### src/rtl/brush_stamp_engine_if.sv
// Command handshake and frame-buffer write port for brush_stamp_engine.
// The master side is the command source or arbiter; the slave side is the engine.
interface brush_stamp_engine_if #(
  parameter int COLOR_W = 12,
  parameter int ADDR_W  = 15
);
  logic               cmd_valid;
  logic               cmd_ready;
  logic               cmd_op;
  logic [7:0]         cmd_x;
  logic [6:0]         cmd_y;
  logic [3:0]         cmd_size;
  logic [COLOR_W-1:0] cmd_color;
  logic               gnt;
  logic               we;
  logic [ADDR_W-1:0]  a;
  logic [COLOR_W-1:0] wd;
  logic               busy;
  logic               done;

  modport master (
    output cmd_valid, cmd_op, cmd_x, cmd_y, cmd_size, cmd_color, gnt,
    input  cmd_ready, we, a, wd, busy, done
  );

  modport slave (
    input  cmd_valid, cmd_op, cmd_x, cmd_y, cmd_size, cmd_color, gnt,
    output cmd_ready, we, a, wd, busy, done
  );
endinterface

### src/rtl/brush_stamp_engine.sv
// Expands stamp/clear paint commands into a stream of single-pixel frame-buffer writes.
// The write port is shared through a per-cycle grant.
module brush_stamp_engine #(
  parameter int H_RES     = 160,
  parameter int V_RES     = 120,
  parameter int COLOR_W   = 12,
  parameter int ADDR_W    = 15,
  parameter int MAX_BRUSH = 8
) (
  input  logic                  clk,
  input  logic                  reset,
  brush_stamp_engine_if.slave   bus
);

  typedef enum logic [1:0] {IDLE, STAMP, CLEAR} state_t;

  state_t             state, state_next;
  logic [7:0]         col, x_start, x_end;
  logic [6:0]         row, y_end;
  logic [COLOR_W-1:0] color;
  logic               done_q;

  logic [3:0]         size_eff;
  logic [8:0]         x_end_raw, y_end_raw;
  logic [7:0]         x_end_clip;
  logic [6:0]         y_end_clip;
  logic               empty, ready, accept, we_int, last_px;
  logic [ADDR_W-1:0]  row_ext;

  // Clipped rectangle bounds, computed in 9 bits so nothing wraps.
  always_comb begin
    size_eff = bus.cmd_size;
    if (bus.cmd_size == '0)
      size_eff = 4'd1;
    else if (bus.cmd_size > 4'(MAX_BRUSH))
      size_eff = 4'(MAX_BRUSH);
    x_end_raw  = {1'b0, bus.cmd_x} + 9'(size_eff) - 9'd1;
    y_end_raw  = {2'b00, bus.cmd_y} + 9'(size_eff) - 9'd1;
    x_end_clip = (x_end_raw > 9'(H_RES - 1)) ? 8'(H_RES - 1) : x_end_raw[7:0];
    y_end_clip = (y_end_raw > 9'(V_RES - 1)) ? 7'(V_RES - 1) : y_end_raw[6:0];
    empty      = ({1'b0, bus.cmd_x} >= 9'(H_RES)) || ({1'b0, bus.cmd_y} >= 8'(V_RES));
  end

  always_comb begin
    state_next = state;
    ready      = (state == IDLE) && !reset;
    accept     = bus.cmd_valid && ready;
    we_int     = (state != IDLE) && bus.gnt && !reset;
    last_px    = (col == x_end) && (row == y_end);
    case (state)
      IDLE: begin
        if (accept && bus.cmd_op)
          state_next = CLEAR;
        else if (accept && !empty)
          state_next = STAMP;
      end
      STAMP, CLEAR: begin
        if (we_int && last_px)
          state_next = IDLE;
      end
      default: state_next = IDLE;
    endcase
  end

  always_ff @(posedge clk) begin
    if (reset)
      state <= IDLE;
    else
      state <= state_next;
  end

  // A clear is a full-screen stamp, so both ops share the same raster walker.
  always_ff @(posedge clk) begin
    if (reset) begin
      col     <= '0;
      row     <= '0;
      x_start <= '0;
      x_end   <= '0;
      y_end   <= '0;
      color   <= '0;
      done_q  <= 1'b0;
    end else begin
      done_q <= 1'b0;
      if (accept) begin
        color <= bus.cmd_color;
        if (bus.cmd_op) begin
          x_start <= '0;
          col     <= '0;
          row     <= '0;
          x_end   <= 8'(H_RES - 1);
          y_end   <= 7'(V_RES - 1);
        end else if (!empty) begin
          x_start <= bus.cmd_x;
          col     <= bus.cmd_x;
          row     <= bus.cmd_y;
          x_end   <= x_end_clip;
          y_end   <= y_end_clip;
        end else begin
          done_q  <= 1'b1;
        end
      end else if (we_int) begin
        if (last_px) begin
          done_q <= 1'b1;
        end else if (col == x_end) begin
          col <= x_start;
          row <= row + 7'd1;
        end else begin
          col <= col + 8'd1;
        end
      end
    end
  end

  assign row_ext       = ADDR_W'(row);
  assign bus.cmd_ready = ready;
  assign bus.we        = we_int;
  assign bus.a         = (row_ext << 7) + (row_ext << 5) + ADDR_W'(col);
  assign bus.wd        = color;
  assign bus.busy      = (state != IDLE);
  assign bus.done      = done_q;

endmodule

### src/flat_wrapper.sv
// flat-port wrapper written by rule: the top's interface ports become plain ports
module brush_stamp_engine_flat 
#(
  parameter int H_RES     = 160,
  parameter int V_RES     = 120,
  parameter int COLOR_W   = 12,
  parameter int ADDR_W    = 15,
  parameter int MAX_BRUSH = 8
)
  (clk, reset, bus_cmd_valid, bus_cmd_op, bus_cmd_x, bus_cmd_y, bus_cmd_size, bus_cmd_color, bus_gnt, bus_cmd_ready, bus_we, bus_a, bus_wd, bus_busy, bus_done);
  brush_stamp_engine_if #(.COLOR_W(COLOR_W), .ADDR_W(ADDR_W)) bus_i ();
  input  logic clk;
  input  logic reset;
  input wire logic [$bits(bus_i.cmd_valid)-1:0] bus_cmd_valid;
  input wire logic [$bits(bus_i.cmd_op)-1:0] bus_cmd_op;
  input wire logic [$bits(bus_i.cmd_x)-1:0] bus_cmd_x;
  input wire logic [$bits(bus_i.cmd_y)-1:0] bus_cmd_y;
  input wire logic [$bits(bus_i.cmd_size)-1:0] bus_cmd_size;
  input wire logic [$bits(bus_i.cmd_color)-1:0] bus_cmd_color;
  input wire logic [$bits(bus_i.gnt)-1:0] bus_gnt;
  output wire logic [$bits(bus_i.cmd_ready)-1:0] bus_cmd_ready;
  output wire logic [$bits(bus_i.we)-1:0] bus_we;
  output wire logic [$bits(bus_i.a)-1:0] bus_a;
  output wire logic [$bits(bus_i.wd)-1:0] bus_wd;
  output wire logic [$bits(bus_i.busy)-1:0] bus_busy;
  output wire logic [$bits(bus_i.done)-1:0] bus_done;
  assign bus_i.cmd_valid = bus_cmd_valid;
  assign bus_i.cmd_op = bus_cmd_op;
  assign bus_i.cmd_x = bus_cmd_x;
  assign bus_i.cmd_y = bus_cmd_y;
  assign bus_i.cmd_size = bus_cmd_size;
  assign bus_i.cmd_color = bus_cmd_color;
  assign bus_i.gnt = bus_gnt;
  assign bus_cmd_ready = bus_i.cmd_ready;
  assign bus_we = bus_i.we;
  assign bus_a = bus_i.a;
  assign bus_wd = bus_i.wd;
  assign bus_busy = bus_i.busy;
  assign bus_done = bus_i.done;
  brush_stamp_engine #(.H_RES(H_RES), .V_RES(V_RES), .COLOR_W(COLOR_W), .ADDR_W(ADDR_W), .MAX_BRUSH(MAX_BRUSH)) u_core (.clk(clk), .reset(reset), .bus(bus_i));
endmodule
### config.mk
export PLATFORM = sky130hd
export DESIGN_NAME = brush_stamp_engine_flat
export DESIGN_NICKNAME = d
export VERILOG_FILES = /design/src/rtl/brush_stamp_engine_if.sv /design/src/rtl/brush_stamp_engine.sv /design/src/flat_wrapper.sv
export SDC_FILE = /design/constraint.sdc
export NUM_CORES = 1
export LEC_CHECK = 0
export CAP_MARGIN = 20
export CORE_MARGIN = 2
export CORE_UTILIZATION = 45
export CTS_CLUSTER_SIZE = 12
export DETAILED_ROUTE_END_ITERATION = 8
export PLACE_DENSITY = 0.72
export SLEW_MARGIN = 20
export SYNTH_ARGS = -nofsm -noshare
export SYNTH_HDL_FRONTEND = slang
export SYNTH_SLANG_ARGS = --single-unit
### constraint.sdc
create_clock -name clk -period 3.6 [get_ports clk]
set_clock_uncertainty 0.15 [all_clocks]
set_input_delay 0.54 -clock clk [delete_from_list [all_inputs] [get_ports clk]]
set_output_delay 0.54 -clock clk [all_outputs]
set_load 0.05 [all_outputs]
==> flow_results.xml, run 1 <==
<?xml version="1.0" encoding="UTF-8"?>
<metrics>
  <group name="floorplan">
    <metric name="design.die.area" unit="um2">9360</metric>
    <metric name="floorplan.die.width" unit="um">96.7</metric>
    <metric name="core_area" unit="um2">8260</metric>
    <metric name="die_h" unit="um">96.7</metric>
    <metric name="io_pins" unit="">67</metric>
    <metric name="initial_core_util" unit="%">46.9</metric>
    <metric name="fp-row-count" unit="">33</metric>
  </group>
  <group name="synthesis">
    <metric name="synth_common_cells" unit="">53 x sky130_fd_sc_hd__dfxtp_1, 39 x sky130_fd_sc_hd__nand2_1, 36 x sky130_fd_sc_hd__ha_1, 35 x sky130_fd_sc_hd__inv_1, 33 x sky130_fd_sc_hd__nor2_1</metric>
    <metric name="synth.yosys.seq_area_share" unit="%">27.4</metric>
    <metric name="ys_top_cells_by_area" unit="">sky130_fd_sc_hd__dfxtp_1 27%, sky130_fd_sc_hd__ha_1 12%, sky130_fd_sc_hd__xnor2_1 5.2%</metric>
    <metric name="postSynthAreaPerCell" unit="um2">8.30</metric>
    <metric name="postSynthCellCount" unit="">466</metric>
    <metric name="yosysUniqueCellTypes" unit="">56</metric>
    <metric name="yosysTopAreaCell" unit="">sky130_fd_sc_hd__dfxtp_1</metric>
    <metric name="yosys_warnings" unit="">0</metric>
    <metric name="synth.most_common_cell" unit="">sky130_fd_sc_hd__dfxtp_1</metric>
    <metric name="synth.top_cell.area_share" unit="%">27.4</metric>
    <metric name="synth.net_count" unit="">542</metric>
    <metric name="yosys_register_bits" unit="">53</metric>
    <metric name="synthFlopType" unit="">sky130_fd_sc_hd__dfxtp_1</metric>
    <metric name="post_synth_edffs" unit="">0</metric>
    <metric name="synth_async_sr_flop_share" unit="%">0</metric>
    <metric name="netlist_area_pre_place" unit="um2">3870</metric>
  </group>
  <group name="power_and_ir_drop">
    <metric name="switching_part_of_the_total" unit="%">35.5</metric>
    <metric name="powerDensity" unit="nW/um2">347</metric>
    <metric name="switchingPower" unit="uW">630</metric>
    <metric name="clock_power_share" unit="%">22.5</metric>
    <metric name="seqPwrFrac" unit="%">37.2</metric>
    <metric name="total_leakage_power" unit="nW">2.26</metric>
    <metric name="internal_power" unit="mW">1.15</metric>
    <metric name="worst_ir_drop_vdd" unit="mV">0.168</metric>
    <metric name="report.power.total" unit="mW">1.78</metric>
    <metric name="power_frac_comb" unit="%">40.3</metric>
  </group>
  <group name="clocking">
    <metric name="cts_made_buffers" unit="">5</metric>
    <metric name="cts_tree" unit="">done</metric>
    <metric name="numClockSinks" unit="">53</metric>
    <metric name="clkSlewWorstSetupHoldPaths" unit="ps">90</metric>
    <metric name="clk_path_buf_depth" unit="">2</metric>
    <metric name="clock_tree.htree_level_count" unit="">2</metric>
    <metric name="clock_network_latency_to_the_later_pin_of_the_worst_skew_pair" unit="ps">310</metric>
    <metric name="root_buffer_cell" unit="">sky130_fd_sc_hd__clkbuf_8</metric>
  </group>
  <group name="routing">
    <metric name="ant_nets" unit="">0</metric>
    <metric name="detail_route.vias_per_cell" unit="">5.65</metric>
    <metric name="vias" unit="">3788</metric>
    <metric name="initial_drt_markers" unit="">240</metric>
    <metric name="number_of_design_rule_violations_left_after_detail_routing" unit="">0</metric>
    <metric name="detail_route.wl_per_cell" unit="um">15.4</metric>
    <metric name="totalWireLength" unit="um">10300</metric>
    <metric name="drtPass1Iterations" unit="">5</metric>
  </group>
  <group name="worst_setup_path">
    <metric name="crit_path_start_kind" unit="">input port</metric>
    <metric name="path_common_cell" unit="">sky130_fd_sc_hd__nor2_1</metric>
    <metric name="cpPeakStageDelay" unit="ps">480</metric>
    <metric name="critPathSlowestCell" unit="">sky130_fd_sc_hd__or4b_4</metric>
    <metric name="reg_to_reg_slack_setup" unit="ps">720</metric>
    <metric name="arrival" unit="ps">3530</metric>
    <metric name="cp_max_fo" unit="">5</metric>
    <metric name="wp_data_required" unit="ps">3660</metric>
    <metric name="crit_type" unit="">input port to register</metric>
    <metric name="crit_chain" unit="">dlygate4sd2_1 &gt; nor2_1 &gt; nor2_1 &gt; nor2_2 &gt; ha_2 &gt; fa_1 &gt; inv_2 &gt; ha_4 &gt; or4b_4 &gt; a311oi_2 &gt; o22ai_1 &gt; a221oi_2 &gt; o21ai_2 &gt; a32o_1</metric>
    <metric name="worstSetupEndpointType" unit="">register</metric>
  </group>
  <group name="sta">
    <metric name="max_slew_margin" unit="%">61.0</metric>
    <metric name="maxClockFrequency" unit="GHz">0.288</metric>
    <metric name="timing.final.crit_share" unit="%">96.4</metric>
    <metric name="timing.final.max_slew_violations" unit="">0</metric>
    <metric name="setup-tns-final" unit="ps">0</metric>
    <metric name="worst-slew-pin-transition" unit="ps">585</metric>
    <metric name="finalWorstPathRequiredPeriod" unit="ps">3470</metric>
    <metric name="report.final.setup_viol" unit="">0</metric>
    <metric name="timing_hold_violations_final" unit="">0</metric>
  </group>
  <group name="finish">
    <metric name="finish.utilization" unit="%">62.0</metric>
    <metric name="fraction_of_final_layout_cells_sized_beyond_drive_strength_1" unit="%">16.3</metric>
    <metric name="post_layout_nonfiller_instances" unit="">671</metric>
    <metric name="area_growth" unit="%">32.3</metric>
    <metric name="final_design_area_no_fill" unit="um2">5120</metric>
    <metric name="num-nets-final" unit="">641</metric>
    <metric name="antenna-diode-count" unit="">0</metric>
  </group>
  <group name="placed_design">
    <metric name="numPlacedInstances" unit="">660</metric>
    <metric name="place.detailed.hpwl" unit="um">8030</metric>
    <metric name="place.gp.congestion" unit="">0.885</metric>
    <metric name="postPlaceCellArea" unit="um2">4930</metric>
    <metric name="port-buffer-count" unit="">66</metric>
  </group>
  <group name="grt">
    <metric name="largest_net_degree_at_the_start_of_global_routing" unit="">29</metric>
    <metric name="grt_pass1_vias" unit="">3464</metric>
    <metric name="number_of_antenna_violations_at_the_first_check_in_global_routing" unit="">0</metric>
    <metric name="groute.usage.overall" unit="%">21.6</metric>
    <metric name="grt_pass1_wl" unit="um">17000</metric>
    <metric name="grt_remaining_overflow" unit="">0</metric>
  </group>
  <group name="flow_run">
    <metric name="maxCapViolCount" unit="">0</metric>
  </group>
  <group name="outcome">
    <metric name="outcome" unit="">finished, final reports clean</metric>
  </group>
  <group name="hold_path">
    <metric name="min-delay-path-class" unit="">register to register</metric>
  </group>
</metrics>
[path summary, 6_finish.rpt]
check | startpoint | end | cells past startpoint
min | u_core.bus.wd[9]$_SDFFE_PP0P_ | u_core.bus.wd[9]$_SDFFE_PP0P_ | 2
min reg2reg | u_core.bus.wd[9]$_SDFFE_PP0P_ | u_core.bus.wd[9]$_SDFFE_PP0P_ | 2
max reg2reg | u_core.col[5]$_SDFFE_PP0P_ | u_core.row[0]$_SDFFE_PP0P_ | 8
max | bus_cmd_size[2] | u_core.y_end[3]$_SDFFE_PP0P_ | 14
[routing by layer]
metal	GRT usage, %	part of all wire (%)	vias to the layer above
li1	-	-	1868
met1	29.8	46	1754
met2	35.6	47	155
met3	3.18	6.3	11
met4	4.98	1.2	0
met5	0	0	-
[final cells by class]
type | instances | area, um2
timing repair buffer | 117 | 1080
inverter | 36 | 135
sequential | 53 | 1060
clock buffer | 6 | 72.6
clock inverter | 2 | 38.8
tap | 105 | 131
fill | 748 | 3140
multi-input combinational | 352 | 2600
[power groups by stage]
stage               Sequential, mW  Combinational, mW  Clock (mW)
CTS                          0.661              0.706       0.410
finish                       0.661              0.717       0.400
floorplan                    0.710              0.412           0
detailed placement           0.674              0.699           0
global placement             0.673              0.683           0
global route                 0.665              0.778       0.434
[critical path, delay by kind of cell]
family	cells	cell delay [ps]
AOI/OAI and AO/OA	5	1020
buffers and inverters	2	350
and+or+nand+nor	4	770
adders and majority gates	3	860
[per-stage QoR]
stage / hold slack (ps) / setup WS (ps)
after floorplan: 286 / 49.0
after global placement: 297 / -525
after detailed placement: 303 / -663
after CTS: 316 / -53.7
after global routing: 339 / -32.6
final: 311 / 131
[sequential cells by signal, indices dropped and copies added, names as in the netlist]
name and flops:
u_core.col 8, u_core.bus.done 1, u_core.row 7, u_core.state 2, u_core.y_end 7, u_core.bus.wd 12
u_core.x_start 8, u_core.x_end 8
[cell usage in the layout (no fill, tap or decap), types with 16 or more instances in the layout]
cell                              count
sky130_fd_sc_hd__clkdlybuf4s50_1     54
sky130_fd_sc_hd__xnor2_1             23
sky130_fd_sc_hd__xor2_1              16
sky130_fd_sc_hd__inv_1               34
sky130_fd_sc_hd__dfxtp_1             52
sky130_fd_sc_hd__nor2_1              32
sky130_fd_sc_hd__a21oi_1             20
sky130_fd_sc_hd__buf_4               55
sky130_fd_sc_hd__nand2_1             39
sky130_fd_sc_hd__ha_1                33
sky130_fd_sc_hd__o21ai_0             31
[timing repair]
item	in CTS	in global routing
pin swaps	5	10
buffers inserted	1	2
endpoints found under the setup margin	8	11
hold buffers	0	0
gates resized for setup	6	11
[kinds of logic after synthesis]
logic type	share of synthesized area (%)
muxes	2.94
xor gates and xnor gates	8.83
adders and majority gates	13.7
buffers and inverters	6.85
and+or+nand+nor	15.9
DFF	27.4
AOI/OAI and AO/OA	24.3
Power figures use the tool's default switching activity.
==> run 2, diff against run 1 <==
CTS_CLUSTER_SIZE = 16   (was 12)
==> results of run 2 <==
The final DEF is identical to that of run 1; final timing and power are the same.
==> run 3, diff against run 2 <==
CELL_PAD_IN_SITES_DETAIL_PLACEMENT = 0   (was unset)
CELL_PAD_IN_SITES_GLOBAL_PLACEMENT = 1   (was unset)
CORE_UTILIZATION = 36   (was 45)
CTS_BUF_LIST = sky130_fd_sc_hd__clkbuf_16   (was unset)
PLACE_DENSITY = unset   (was 0.72)
PLACE_DENSITY_LB_ADDON = 0.1   (was unset)
==> run 3 against run 2 <==
Net effect: highest routed layer unchanged; routed wire length is 0.36% lower; die area is 24% higher; clock-buffer cell count is 1 lower; combinational power is 2% lower; setup slack better by 20 ps; sequential power hardly changed; largest cell class unchanged.
==> flow_results.xml, run 3 (synthesized netlist as in run 1, its figures left out) <==
<?xml version="1.0" encoding="UTF-8"?>
<metrics>
  <group name="outcome">
    <metric name="outcome" unit="">finished, final reports clean</metric>
  </group>
  <group name="worst_setup_path">
    <metric name="cpLargestDelayFamily" unit="">adder cells</metric>
    <metric name="cp_max_fo" unit="">5</metric>
    <metric name="crit_chain" unit="">clkdlybuf4s50_1 &gt; ha_2 &gt; fa_1 &gt; inv_2 &gt; ha_4 &gt; or4b_4 &gt; a311oi_2 &gt; o22ai_1 &gt; a221oi_2 &gt; o21ai_2 &gt; a32o_1</metric>
    <metric name="crit_type" unit="">input port to register</metric>
    <metric name="crit-reg2reg-capture" unit="">u_core.row[0]$_SDFFE_PP0P_</metric>
    <metric name="worst-path-buf-inv" unit="">2</metric>
    <metric name="critical_path.endpoint" unit="">u_core.y_end[3]$_SDFFE_PP0P_</metric>
    <metric name="wp_data_required" unit="ps">3640</metric>
    <metric name="timing.critical_path.depth" unit="">11</metric>
    <metric name="reg_to_reg_slack_setup" unit="ps">770</metric>
    <metric name="worstSetupEndpointType" unit="">register</metric>
    <metric name="crit_path_start_kind" unit="">input port</metric>
    <metric name="arrival" unit="ps">3480</metric>
    <metric name="r2r_start" unit="">u_core.col[5]$_SDFFE_PP0P_</metric>
    <metric name="critPathSlowestCell" unit="">sky130_fd_sc_hd__fa_1</metric>
    <metric name="worst-r2r-cell-count" unit="">8</metric>
    <metric name="cpPeakStageDelay" unit="ps">540</metric>
    <metric name="launching_element_of_the_worst_setup_path" unit="">bus_cmd_y[0]</metric>
  </group>
  <group name="routing">
    <metric name="drtPass1Iterations" unit="">4</metric>
    <metric name="vias" unit="">3630</metric>
    <metric name="detail_route.vias_per_cell" unit="">5.18</metric>
    <metric name="totalWireLength" unit="um">10300</metric>
    <metric name="initial_drt_markers" unit="">191</metric>
    <metric name="detail_route.wl_per_cell" unit="um">14.6</metric>
    <metric name="number_of_design_rule_violations_left_after_detail_routing" unit="">0</metric>
    <metric name="ant_nets" unit="">0</metric>
  </group>
  <group name="clocking">
    <metric name="cts_post_setup_buffers_inserted" unit="">0</metric>
    <metric name="clock_network_latency_to_the_later_pin_of_the_worst_skew_pair" unit="ps">290</metric>
    <metric name="clk_path_buf_depth" unit="">2</metric>
    <metric name="numClockSinks" unit="">53</metric>
    <metric name="cts_hold_buffers" unit="">0</metric>
    <metric name="clock_tree.htree_level_count" unit="">2</metric>
    <metric name="clkSlewWorstSetupHoldPaths" unit="ps">70</metric>
    <metric name="cts_made_buffers" unit="">5</metric>
    <metric name="root_buffer_cell" unit="">sky130_fd_sc_hd__clkbuf_16</metric>
    <metric name="cts_tree" unit="">done</metric>
  </group>
  <group name="finish">
    <metric name="layout.cells.most_common_list" unit="">54 x sky130_fd_sc_hd__clkdlybuf4s50_1, 54 x sky130_fd_sc_hd__buf_4, 52 x sky130_fd_sc_hd__dfxtp_1</metric>
    <metric name="num-fill-cells" unit="">1035</metric>
    <metric name="multiInputGateArea" unit="um2">2600</metric>
    <metric name="finish.utilization" unit="%">50.0</metric>
    <metric name="fraction_of_final_layout_cells_sized_beyond_drive_strength_1" unit="%">16.1</metric>
    <metric name="largest_reg_flops" unit="">12</metric>
    <metric name="antenna-diode-count" unit="">0</metric>
    <metric name="sequential_standard_cell_area" unit="um2">1060</metric>
    <metric name="area_growth" unit="%">34.1</metric>
    <metric name="num-nets-final" unit="">640</metric>
    <metric name="final_design_area_no_fill" unit="um2">5190</metric>
  </group>
  <group name="grt">
    <metric name="grt_pass1_wl" unit="um">16600</metric>
    <metric name="grt_remaining_overflow" unit="">0</metric>
    <metric name="number_of_antenna_violations_at_the_first_check_in_global_routing" unit="">0</metric>
    <metric name="groute.usage.overall" unit="%">17.9</metric>
    <metric name="largest_net_degree_at_the_start_of_global_routing" unit="">27</metric>
    <metric name="grt_pass1_vias" unit="">3411</metric>
  </group>
  <group name="sta">
    <metric name="timing_hold_violations_final" unit="">0</metric>
    <metric name="timing.final.max_slew_violations" unit="">0</metric>
    <metric name="report.final.setup_viol" unit="">0</metric>
    <metric name="worst-slew-pin-transition" unit="ps">590</metric>
    <metric name="maxClockFrequency" unit="GHz">0.290</metric>
    <metric name="timing.final.crit_share" unit="%">95.8</metric>
    <metric name="max_slew_margin" unit="%">60.7</metric>
    <metric name="finalWorstPathRequiredPeriod" unit="ps">3450</metric>
  </group>
  <group name="hold_path">
    <metric name="min-delay-path-class" unit="">register to register</metric>
  </group>
  <group name="placed_design">
    <metric name="postPlaceCellArea" unit="um2">4990</metric>
    <metric name="place.gp.congestion" unit="">0.793</metric>
    <metric name="port-buffer-count" unit="">66</metric>
    <metric name="place.detailed.hpwl" unit="um">8310</metric>
  </group>
  <group name="floorplan">
    <metric name="initial_core_util" unit="%">37.3</metric>
    <metric name="fp-row-count" unit="">37</metric>
    <metric name="io_pins" unit="">67</metric>
    <metric name="floorplan.die.width" unit="um">108</metric>
    <metric name="design.die.area" unit="um2">11600</metric>
    <metric name="die_h" unit="um">108</metric>
    <metric name="core_area" unit="um2">10400</metric>
  </group>
  <group name="power_and_ir_drop">
    <metric name="powerDensity" unit="nW/um2">355</metric>
    <metric name="worst_ir_drop_vdd" unit="mV">0.203</metric>
    <metric name="total_leakage_power" unit="nW">2.30</metric>
  </group>
  <group name="flow_run">
    <metric name="maxCapViolCount" unit="">0</metric>
  </group>
</metrics>
-- run 3: cell types whose count changed in the layout (fill, tap and decap cells not counted), sizes merged --
cell and delta:
buf -1, bufinv -1, clkbuf -1, dlygate4sd2 -2, dlymetal6s2s +2, inv +2
-- run 3: report_power, final --
group	switching, mW	total (mW)	leakage [nW]	internal, mW
combinational	0.394	0.705	1.79	0.311
clock	0.218	0.475	0.0754	0.257
sequential	0.0350	0.661	0.434	0.626
-- run 3: metal layers --
metal | wire, um | vias to the layer above | part of all wire (%) | GRT usage [%]
li1 | - | 1864 | - | -
met2 | 4530 | 95 | 44 | 29.2
met3 | 515 | 9 | 5.0 | 2.24
met5 | 0 | - | 0 | 0
met4 | 97 | 0 | 0.94 | 4.30
met1 | 5120 | 1662 | 50 | 25.0
-- run 3: what timing repair did --
action | 4_1_cts | 5_1_grt
gates resized for setup | 5 | 11
pin swaps | 4 | 10
endpoints found under the setup margin | 8 | 8
-- run 3: worst min path at each step --
stage / startpoint / endpoint / cells past startpoint
finish: u_core.bus.wd[1]$_SDFFE_PP0P_ / u_core.bus.wd[1]$_SDFFE_PP0P_ / 2
global route: u_core.bus.wd[2]$_SDFFE_PP0P_ / u_core.bus.wd[2]$_SDFFE_PP0P_ / 2
CTS: u_core.bus.wd[1]$_SDFFE_PP0P_ / u_core.bus.wd[1]$_SDFFE_PP0P_ / 2
detailed placement: u_core.bus.wd[1]$_SDFFE_PP0P_ / u_core.bus.wd[1]$_SDFFE_PP0P_ / 2
global placement: u_core.bus.wd[3]$_SDFFE_PP0P_ / u_core.bus.wd[3]$_SDFFE_PP0P_ / 2
floorplan: u_core.x_start[7]$_SDFFE_PP0P_ / u_core.x_start[7]$_SDFFE_PP0P_ / 2
-- run 3: area by class of cell --
cell class / instances / area share [%]
multi-input combinational: 352 / 50.2
timing repair buffer: 116 / 20.7
sequential: 53 / 20.5
tap: 136 / 3.28
inverter: 36 / 2.60
clock buffer: 5 / 2.41
clock inverter: 3 / 0.338
-- run 3: per-stage QoR --
stage | hold WS [ps] | setup TNS, ps | total power [mW] | instances | setup slack (ps)
global placement | 295 | -2880 | 1.37 | 693 | -543
floorplan | 286 | 0 | 1.12 | 466 | 49.0
global route | 333 | -48.4 | 1.95 | 701 | -48.4
finish | 313 | 0 | 1.84 | 701 | 151
detailed placement | 308 | -3350 | 1.37 | 693 | -610
CTS | 318 | 0 | 1.86 | 701 | 10.6
-- run 3: tightest hold or removal path, stage by stage, from the launching register on --
cell                      delay [ps]
sky130_fd_sc_hd__dfxtp_1         310
sky130_fd_sc_hd__nand2_1          50
sky130_fd_sc_hd__o21ai_0          60
